## src/rtl/morse_pkg.sv

```systemverilog
// Shared Morse definitions for the digit encoder/decoder pair: symbol encoding,
// the 10-entry digit code table, decoder FSM states and a table lookup helper.
package morse_pkg;

  localparam logic SYM_DOT  = 1'b1;
  localparam logic SYM_DASH = 1'b0;

  localparam int unsigned MORSE_LEN = 5;

  // Index is the digit value; bit 4 is the first symbol sent.
  localparam logic [MORSE_LEN-1:0] DIGIT_CODE [10] = '{
    5'b00000, 5'b10000, 5'b11000, 5'b11100, 5'b11110,
    5'b11111, 5'b01111, 5'b00111, 5'b00011, 5'b00001
  };

  typedef enum logic [1:0] {
    IDLE,
    MARK,
    SPACE,
    DISCARD
  } state_e;

  typedef struct packed {
    logic       hit;
    logic [3:0] digit;
  } decode_t;

  function automatic decode_t decode_code(input logic [MORSE_LEN-1:0] code);
    decode_t r;
    r = '0;
    for (int unsigned i = 0; i < 10; i++) begin
      if (code == DIGIT_CODE[i]) begin
        r.hit   = 1'b1;
        r.digit = 4'(i);
      end
    end
    return r;
  endfunction

endpackage

```

## src/rtl/morse_dur_counter.sv

```systemverilog
// Saturating time-unit counter with synchronous clear, plus the duration
// thresholds used to classify marks and detect gaps / stuck keys.
module morse_dur_counter #(
  parameter int unsigned CNT_W          = 4,
  parameter int unsigned DASH_MIN_UNITS = 2,
  parameter int unsigned GAP_UNITS      = 3,
  parameter int unsigned MARK_MAX_UNITS = 7
) (
  input  logic             clk,
  input  logic             reset,
  input  logic             clr_i,
  input  logic             tick_i,
  output logic [CNT_W-1:0] cnt_o,
  output logic             is_dash_o,
  output logic             gap_hit_o,
  output logic             max_hit_o
);

  logic [CNT_W-1:0] cnt_q;

  // Clear beats tick, so the unit on a state-change cycle is never counted.
  always_ff @(posedge clk) begin
    if (reset || clr_i) begin
      cnt_q <= '0;
    end else if (tick_i && (cnt_q != '1)) begin
      cnt_q <= cnt_q + 1'b1;
    end
  end

  assign cnt_o     = cnt_q;
  assign is_dash_o = (cnt_q >= CNT_W'(DASH_MIN_UNITS));
  // Hits fire on the tick that brings the count up to the threshold.
  assign gap_hit_o = tick_i && (cnt_q == CNT_W'(GAP_UNITS - 1));
  assign max_hit_o = tick_i && (cnt_q == CNT_W'(MARK_MAX_UNITS - 1));

endmodule

```

## src/rtl/morse_decoder.sv

```systemverilog
// Serial Morse digit receiver: times keyed marks/spaces, assembles a 5-symbol
// code and reports the digit or an error. Define MORSE_DEC_SYNC_EN for a 2-flop input synchronizer.
module morse_decoder
  import morse_pkg::*;
#(
  parameter int unsigned DASH_MIN_UNITS = 2,
  parameter int unsigned GAP_UNITS      = 3,
  parameter int unsigned MARK_MAX_UNITS = 7,
  parameter int unsigned CNT_W          = 4
) (
  input  logic       clk,
  input  logic       reset,
  input  logic       tick,
  input  logic       key_in,
  output logic [3:0] digit,
  output logic [4:0] symbols,
  output logic       valid,
  output logic       error
);

  logic                 key_s;
  logic                 key_prev_q;
  logic                 rise, fall;
  logic                 cnt_clr;
  logic [CNT_W-1:0]     cnt;
  logic                 is_dash, gap_hit, max_hit;
  logic                 disc_done;
  state_e               state_q;
  logic [2:0]           sym_cnt_q;
  logic [MORSE_LEN-1:0] buf_q;
  logic [3:0]           digit_q;
  logic [4:0]           symbols_q;
  logic                 valid_q, error_q;
  decode_t              dec;

`ifdef MORSE_DEC_SYNC_EN
  logic [1:0] sync_q;

  always_ff @(posedge clk) begin
    if (reset) begin
      sync_q <= '1;
    end else begin
      sync_q <= {sync_q[0], key_in};
    end
  end

  assign key_s = sync_q[1];
`else
  assign key_s = key_in;
`endif

  // Resetting to 1 keeps a key held through reset from looking like a new mark.
  always_ff @(posedge clk) begin
    if (reset) begin
      key_prev_q <= 1'b1;
    end else begin
      key_prev_q <= key_s;
    end
  end

  assign rise      = key_s && !key_prev_q;
  assign fall      = !key_s && key_prev_q;
  assign disc_done = !key_s && !fall && gap_hit;
  assign dec       = decode_code(buf_q);

  // Counter clear mirrors every transition the FSM takes, plus restarts in DISCARD.
  always_comb begin
    cnt_clr = 1'b0;
    unique case (state_q)
      IDLE:    cnt_clr = rise;
      MARK:    cnt_clr = fall || max_hit;
      SPACE:   cnt_clr = rise || gap_hit;
      DISCARD: cnt_clr = rise || fall || disc_done;
      default: cnt_clr = 1'b1;
    endcase
  end

  morse_dur_counter #(
    .CNT_W          (CNT_W),
    .DASH_MIN_UNITS (DASH_MIN_UNITS),
    .GAP_UNITS      (GAP_UNITS),
    .MARK_MAX_UNITS (MARK_MAX_UNITS)
  ) u_dur (
    .clk       (clk),
    .reset     (reset),
    .clr_i     (cnt_clr),
    .tick_i    (tick),
    .cnt_o     (cnt),
    .is_dash_o (is_dash),
    .gap_hit_o (gap_hit),
    .max_hit_o (max_hit)
  );

  always_ff @(posedge clk) begin
    if (reset) begin
      state_q   <= IDLE;
      sym_cnt_q <= '0;
      buf_q     <= '0;
      digit_q   <= '0;
      symbols_q <= '0;
      valid_q   <= 1'b0;
      error_q   <= 1'b0;
    end else begin
      valid_q <= 1'b0;
      error_q <= 1'b0;
      unique case (state_q)
        IDLE: begin
          buf_q     <= '0;
          sym_cnt_q <= '0;
          if (rise) state_q <= MARK;
        end
        MARK: begin
          if (fall) begin
            if (cnt == '0) begin
              state_q <= (sym_cnt_q != '0) ? SPACE : IDLE;
            end else begin
              buf_q[3'(MORSE_LEN - 1) - sym_cnt_q] <= is_dash ? SYM_DASH : SYM_DOT;
              sym_cnt_q <= sym_cnt_q + 1'b1;
              state_q   <= SPACE;
            end
          end else if (max_hit) begin
            error_q <= 1'b1;
            state_q <= DISCARD;
          end
        end
        SPACE: begin
          if (rise) begin
            if (sym_cnt_q == 3'(MORSE_LEN)) begin
              error_q <= 1'b1;
              state_q <= DISCARD;
            end else begin
              state_q <= MARK;
            end
          end else if (gap_hit) begin
            if ((sym_cnt_q == 3'(MORSE_LEN)) && dec.hit) begin
              valid_q   <= 1'b1;
              digit_q   <= dec.digit;
              symbols_q <= buf_q;
            end else begin
              error_q <= 1'b1;
            end
            state_q <= IDLE;
          end
        end
        DISCARD: begin
          if (disc_done) state_q <= IDLE;
        end
        default: state_q <= IDLE;
      endcase
    end
  end

  assign digit   = digit_q;
  assign symbols = symbols_q;
  assign valid   = valid_q;
  assign error   = error_q;

endmodule

```

## config.mk

```make
export PLATFORM = sky130hd
export DESIGN_NAME = morse_decoder
export DESIGN_NICKNAME = d
export VERILOG_FILES = /design/src/rtl/morse_pkg.sv /design/src/rtl/morse_dur_counter.sv /design/src/rtl/morse_decoder.sv
export SDC_FILE = /design/constraint.sdc
export NUM_CORES = 1
export LEC_CHECK = 0
export ABC_CLOCK_PERIOD_IN_PS = 1900
export CORE_UTILIZATION = 25
export DETAILED_ROUTE_END_ITERATION = 7
export GPL_ROUTABILITY_DRIVEN = 0
export PLACE_DENSITY_LB_ADDON = 0.25
export SETUP_SLACK_MARGIN = 0.1
export SYNTH_ARGS = -nofsm -noshare
export SYNTH_HDL_FRONTEND = slang
export SYNTH_SLANG_ARGS = --single-unit
```

## constraint.sdc

```tcl
create_clock -name clk -period 1.9 [get_ports clk]
set_input_delay 0.285 -clock clk [delete_from_list [all_inputs] [get_ports clk]]
set_output_delay 0.285 -clock clk [all_outputs]
set_load 0.02 [all_outputs]
```

After elaboration in Yosys (flattened, before gate mapping)
Index checks and enable logic that the tools add are counted.
W data, S select, Z words.

cells by class
  bitwise gates (word level) = 3
  equality and inequality tests = 22
  $add $sub $neg = 3
  mux-type cells = 39
  reductions and logical operators = 26
  magnitude comparators = 3

operators with widths
  kind                   count
  $mux W5                12
  $eq A5 B5 Y1 const B   5
  $mux W2                9
  $pmux W5 S2            1
  $logic_and A1 B1 Y1    9
  $mux W1                9
  $ne A2 B2 Y1 const B   4
  $pmux W2 S4            1
  $reduce_and A4 Y1      2
  $mux W3                2
  $ne A3 B3 Y1 const B   2
  $pmux W3 S2            1
  $bwmux W5              1
  $eq A5 B1 Y1 const B   1
  $eq A5 B2 Y1 const B   1
  $eq A5 B3 Y1 const B   1
  $eq A5 B4 Y1 const B   1
  $logic_not A5 Y1       1
  $logic_or A1 B1 Y1     5
  $add A4 B1 Y4 const B  1
  $eq A2 B2 Y1 const B   2
  $eq A4 B2 Y1 const B   1
  $eq A4 B3 Y1 const B   1
  $ge A4 B2 Y1 const B   1
  other kinds (18)       22

word-level totals
  logic and storage cells = 105
  bits of input ports = 4
  register bits after elaboration = 26
  output and inout bits = 11

Longest topological paths before layout
  depth in word-level cells = 16
  mapped depth = 9
  gate-level depth less buffers = 8

Hierarchy
A second synthesis with hierarchy kept.

second synthesis, totals
  cell total of the unflattened synthesis = 189
  area total of the unflattened synthesis = 1,586.5 um^2

by module, submodules not included
  module             seq. area each (um^2)  times used  area an instance (um^2)  cells each
  morse_decoder      440.4                  1           1,358.8                  163
  morse_dur_counter  80.1                   1           227.7                    26

Least setup slack after synthesis
Ideal clock, no wire load.

  path type = reg-to-reg
  from = register sym_cnt_q[0]
  to = register buf_q[2]
  required time = 1.772 ns
  setup slack = 0.060 ns
  arrival time = 1.712 ns
  buffers on the path = 1
  library setup time = 0.128 ns
  stages on the path, launching flop included = 10
  clock period less this slack = 1.840 ns
  path through = dfxtp_1 -> clkbuf_1 -> inv_1 -> ha_1 -> ha_1 -> nor2b_1 -> nand2_1 -> o2bb2ai_1 -> a32oi_1 -> nor2_1

on the way
  longest elaborated chain between the ends = 9
  elaborated cells between the ends (all ways) = 10
  classes of those cells = add/sub (1); order compare (2); mux (6); reduce/logical (1)

ends and longest elaborated chain
  element                                                                    RTL line              RTL
  from (decl)                                                                morse_decoder.sv:29   logic [2:0] sym_cnt_q;
  from (signal assigned)                                                     morse_decoder.sv:118  sym_cnt_q <= sym_cnt_q + 1'b1;
  $sub A3 B3 Y3 (*)                                                          morse_decoder.sv:117  buf_q[3'(MORSE_LEN - 1) - sym_cnt_q] <= is_dash ? SYM_DASH : SYM_DOT;
  $lt A3 B4 Y1 (not written as such) / $ge A3 B1 Y1 (equally long branches)  morse_decoder.sv:117
  $logic_and A1 B1 Y1 (not written as such)                                  morse_decoder.sv:117
  $mux W1                                                                    morse_decoder.sv:117
  $demux W1 S3 (*)                                                           morse_decoder.sv:117
  $bwmux W5 (*)                                                              morse_decoder.sv:117
  $mux W5 (*)                                                                morse_decoder.sv:114  if (cnt == '0) begin
  $mux W5 (*)                                                                morse_decoder.sv:113  if (fall) begin
  $pmux W5 S2 (*)                                                            morse_decoder.sv:106  unique case (state_q)
  to (signal, indexed assignment)                                            morse_decoder.sv:117
  to (decl)                                                                  morse_decoder.sv:30   logic [MORSE_LEN-1:0] buf_q;

Every way passes the cells marked *; elsewhere a longest branch is shown, timed or not. The select of a mux whose other input is x is not followed.
A chain may end at the register's enable or synchronous reset.

Worst setup path in the final report
  from = input port tick
  to = register digit_q[3] (netlist: digit[3])

on the way
  longest elaborated chain between the ends = 2

ends and longest elaborated chain
  element                      RTL line                 RTL
  from (decl)                  morse_decoder.sv:13      input logic tick,
  $logic_and A1 B1 Y1          morse_dur_counter.sv:33  assign gap_hit_o = tick_i && (cnt_q == CNT_W'(GAP_UNITS - 1));
  $reduce_and A4 Y1 (no line)  --
  to (signal assigned)         morse_decoder.sv:137     digit_q <= dec.digit;
  to (decl)                    morse_decoder.sv:31      logic [3:0] digit_q;

No other way between the ends.

==> results by stage <==
Logic synthesis:
- During synthesis, Yosys emitted a total of 0 warnings.
- The synthesized design contains 26 register bits.
- The synthesized design contains 0 enable-type register cells.
- Synthesis produced a netlist with a net count of 202.
- Sequential cells were found to cover between 30% and 40% of the synthesized design area.
- The synthesized netlist contains 43 unique library cells.
- For this run, the leading register cell type out of synthesis is sky130_fd_sc_hd__dfxtp_1.
- In the synthesized netlist the async set-or-reset flop fraction comes to 0%.
- The mean area per synthesized cell is 8.32 sq um.
- The cell area that synthesis handed to floorplanning was 1530 sq um.
- Synthesis produced ~180 cells.

Job:
- The number of maximum-capacitance violations is 0.

STA:
- The final critical path takes up between 90% and 100% of the cycle.
- Clock skew on the completed layout was measured at 0.00350 ns.
- The number of setup violations in the final report is 0.
- The slew at the pin closest to its max-slew limit is 0.353 ns.
- Subtracting the final worst setup slack from the clock period gives 1.73 ns.
- Setup repair after global routing left no endpoint under its margin.
- The worst relative slew slack is 76.5%.
- The number of failing hold endpoints at the final stage is 0.
- The fmax is ~580 MHz.
- The number of max-slew violations in the final report came to 0.

Clock network:
- The hold-fix buffer count after cts is 0.
- The worst-skew pair later-pin latency is between 0.2 and 0.3 ns.
- TritonCTS built the clock tree.
- The clock net sink count is 26.
- The longest clock path from root to sink contains 2 buffers.
- The master cell of the clock root buffer is sky130_fd_sc_hd__clkbuf_8.
- In this run, CTS created clock tree buffers numbering 3.
- The depth of the CTS H-tree is 1.
- After clock tree synthesis, the clock-pin slew on the worst setup and hold paths is 0.10 ns.

Routing:
- The total via count after detailed routing is 1325.
- The met3 wire length is approximately 51 um.
- The sum of routed wire segments on met1 is 1650 um.
- The routed design uses 1480 um of met2 wire.
- The routed design has 3260 um of wire.
- The wire length per cell after detailed routing is between 10 and 15 um.
- The length of the first detailed-routing pass in iterations is 4.
- The highest signal layer in the routed design is met4.
- The remaining design rule violation count is 0.
- The remaining antenna violation count is 0.
- The number of violations reported at the end of detailed-routing iteration 0 is 34.
- The ratio of routed vias to standard cells is 4.62.

GRT:
- The number of global-route vias before repair is between 1000 and 1500.
- The overall global routing resource usage is between 10% and 20%.
- The initial antenna violation count was 0.
- The first-pass GRT wire length is 5540 um.
- The residual overflow from global routing is 0.
- Entering global routing, the biggest net connects 23 pins.

Pwr:
- Per report_power, the clock group accounts for 37.3% of the total.
- The switching portion of total power is 26.4%.
- The analysis attributes to net switching a power of 0.340 mW.
- The ratio of total power to cell area is 625 nW/um^2.
- The internal power of the cells totals 0.951 mW.
- Per report_power, the sequential group accounts for between 40% and 50% of the total.
- The worst vdd rail ir drop is 0.257 mV.
- The design draws 1.29 mW.
- The analysis attributes to cell leakage a power of 0.796 nW.
- Of the total power, combinational logic draws 18.7%.

Outcome:
- The run finished with clean final reports.

Critical path:
- The category of the worst setup path launch point is an input pin.
- Data on the critical path is required at its endpoint by 2.13 ns.
- Of all nets on the critical path, the largest fanout is 6.
- The setup path with the least slack is of type input pin to flip-flop.
- The kind of cell with the highest combined delay along the critical path is simple AND/OR/NAND/NOR gates.
- STA classifies the critical path endpoint as a flip-flop.
- The largest individual stage delay along the critical path comes from the cell sky130_fd_sc_hd__clkdlybuf4s50_1.
- For this run, the slowest stage of the critical path takes 0.49 ns.
- The arrival time of data at the critical path endpoint is between 1.5 and 2 ns.
- The signal on the critical path passes through clkdlybuf4s50_1 -> nor4bb_2 -> buf_4 -> o2111ai_4 -> or4_4 -> a21oi_2.
- The critical path contains buffers and inverters numbering 2 combined.

Die:
- The count of pins on the block boundary is 15.
- The area of the core is 5920 sq um.
- The die covers 6440 sq um.
- The effective utilization at floorplan is 25.9%.
- After floorplanning, the core was divided into 28 placement rows.
- The die width is 80.3 um.
- The die outline height is approximately 80 um.

Final layout:
- Compared with the post-synthesis result, the final layout area differs by 35.0%.
- The post-route netlist has 25.0% of its cells at a drive strength greater than 1.
- In the layout the commonest cells are 21 x sky130_fd_sc_hd__dfxtp_1, 19 x sky130_fd_sc_hd__buf_4, 17 x sky130_fd_sc_hd__nand2_1, 15 x sky130_fd_sc_hd__nor2_1, 13 x sky130_fd_sc_hd__clkdlybuf4s50_1.
- The antenna diode count is 0.
- The commonest non-fill, non-tap cell in the layout is sky130_fd_sc_hd__dfxtp_1.
- The filler cells instantiated in the layout total ~610.
- Once layout is complete, the cells apart from fillers number 287.
- The number of nets in the layout is 231.

Hold path:
- The worst hold path belongs to the class input pin to flip-flop.

Placement:
- Detailed placement ended at an HPWL of 2280 um.
- The total instance count after detailed placement is 281.
- Buffers placed on the I/O ports in this run total 14.
## synth_stat cells (all sizes together) (2+ instances only)
library cell / n / area share (%)
a211o: 2 / 1.1
nor2b: 4 / 1.6
o21bai: 2 / 0.98
a21boi: 2 / 0.98
nor3: 8 / 2.6
dfxtp: 26 / 34
mux2i: 7 / 4.6
a21oi: 10 / 3.3
xnor2: 4 / 2.3
ha: 14 / 11
nor4: 2 / 0.82
a22oi: 2 / 0.98
and2: 2 / 0.82
o22ai: 2 / 0.82
and4b: 2 / 1.3
clkbuf: 4 / 0.98
inv: 12 / 2.9
nand2b: 5 / 2.0
o21a: 2 / 0.98
nor2: 15 / 3.7
nand2: 17 / 4.2
buf: 5 / 1.6
and3: 3 / 1.6
nand4: 3 / 1.2
nand3: 9 / 2.9
o21ai: 4 / 1.3
o2111ai: 2 / 1.1
or2: 2 / 0.82
## state kept, by name, summed over array words and instances (netlist names)
signal / cells
key_prev_q: 1
u_dur.cnt_o: 4
valid: 1
buf_q: 5
digit: 4
state_q: 2
sym_cnt_q: 3
symbols: 5
error: 1
## worst reg2reg max path: stages (launching register included)
cell and delay [ns]:
sky130_fd_sc_hd__dfxtp_2 0.34, sky130_fd_sc_hd__inv_2 0.06, sky130_fd_sc_hd__ha_2 0.18, sky130_fd_sc_hd__nor4bb_2 0.19
sky130_fd_sc_hd__buf_4 0.19, sky130_fd_sc_hd__o2111ai_4 0.11, sky130_fd_sc_hd__or4_4 0.49, sky130_fd_sc_hd__a21oi_2 0.11
## power groups by stage
| stage | registers (mW) | logic (mW) | clock network [mW] |
|---|---|---|---|
| 2_1_floorplan | 0.579 | 0.142 | 0 |
| 3_3_place_gp | 0.578 | 0.221 | 0 |
| 3_5_place_dp | 0.578 | 0.218 | 0 |
| 4_1_cts | 0.566 | 0.220 | 0.495 |
| 5_1_grt | 0.572 | 0.271 | 0.520 |
| 6_report | 0.569 | 0.241 | 0.481 |
## through the flow
| stage | instance area, sq um | setup TNS, ns | hold WS (ns) | utilization (%) | worst slack [ns] |
|---|---|---|---|---|---|
| after global routing | 2070 | 0 | 0.343 | 34.9 | 0.0969 |
| final | 2070 | 0 | 0.326 | 34.9 | 0.167 |
| after floorplan | 1530 | 0 | 0.389 | - | 0.150 |
| after detailed placement | 1850 | -1.65 | 0.452 | 31.3 | -0.191 |
| after global placement | 1850 | -1.11 | 0.448 | 31.3 | -0.148 |
| after CTS | 1940 | 0 | 0.467 | 32.7 | 0.103 |
## logic make-up after synthesis
kind of cell	share of synthesized area, %
AO/OA/AOI/OAI	15.3
XOR/XNOR	2.86
adder cells (fa/ha/maj)	11.4
buffers and inverters	5.55
flip-flops	34.0
multiplexers	4.58
AND/OR/NAND/NOR	26.3
## routing by layer
metal	vias up	track usage, %
li1	698	-
met1	613	13.9
met2	9	17.9
met3	5	1.70
met4	0	5.89
met5	-	0
## final cells by class
type	count	area, sq um	share of cell area (%)
Multi-Input combinational cell	137	1050	50.6
Clock inverter	1	30.0	1.45
Sequential cell	26	527	25.5
Clock buffer	3	41.3	2.00
Inverter	12	45.0	2.18
Tap cell	75	93.8	4.54
Timing Repair Buffer	33	285	13.8
## repair_timing
action / CTS / global route
gates cloned: 0 / 0
buffers inserted: 1 / 1
pin swaps: 1 / 4
gates resized for setup: 1 / 32
setup endpoints to repair: 2 / 15
## path summary, 6_finish.rpt
kind / start / endpoint / slack, ns / depth (start not counted)
setup / recovery: tick / digit[3]$_SDFFE_PP0P_ / 0.17 / 6
hold / removal: key_in / key_prev_q$_SDFF_PP1_ / 0.33 / 2
hold reg to reg: digit[2]$_SDFFE_PP0P_ / digit[2]$_SDFFE_PP0P_ / 0.46 / 2
setup reg to reg: u_dur.cnt_o[0]$_SDFFE_PP0P_ / digit[3]$_SDFFE_PP0P_ / 0.17 / 7
No activity file was read; power rests on OpenSTA's default activity.
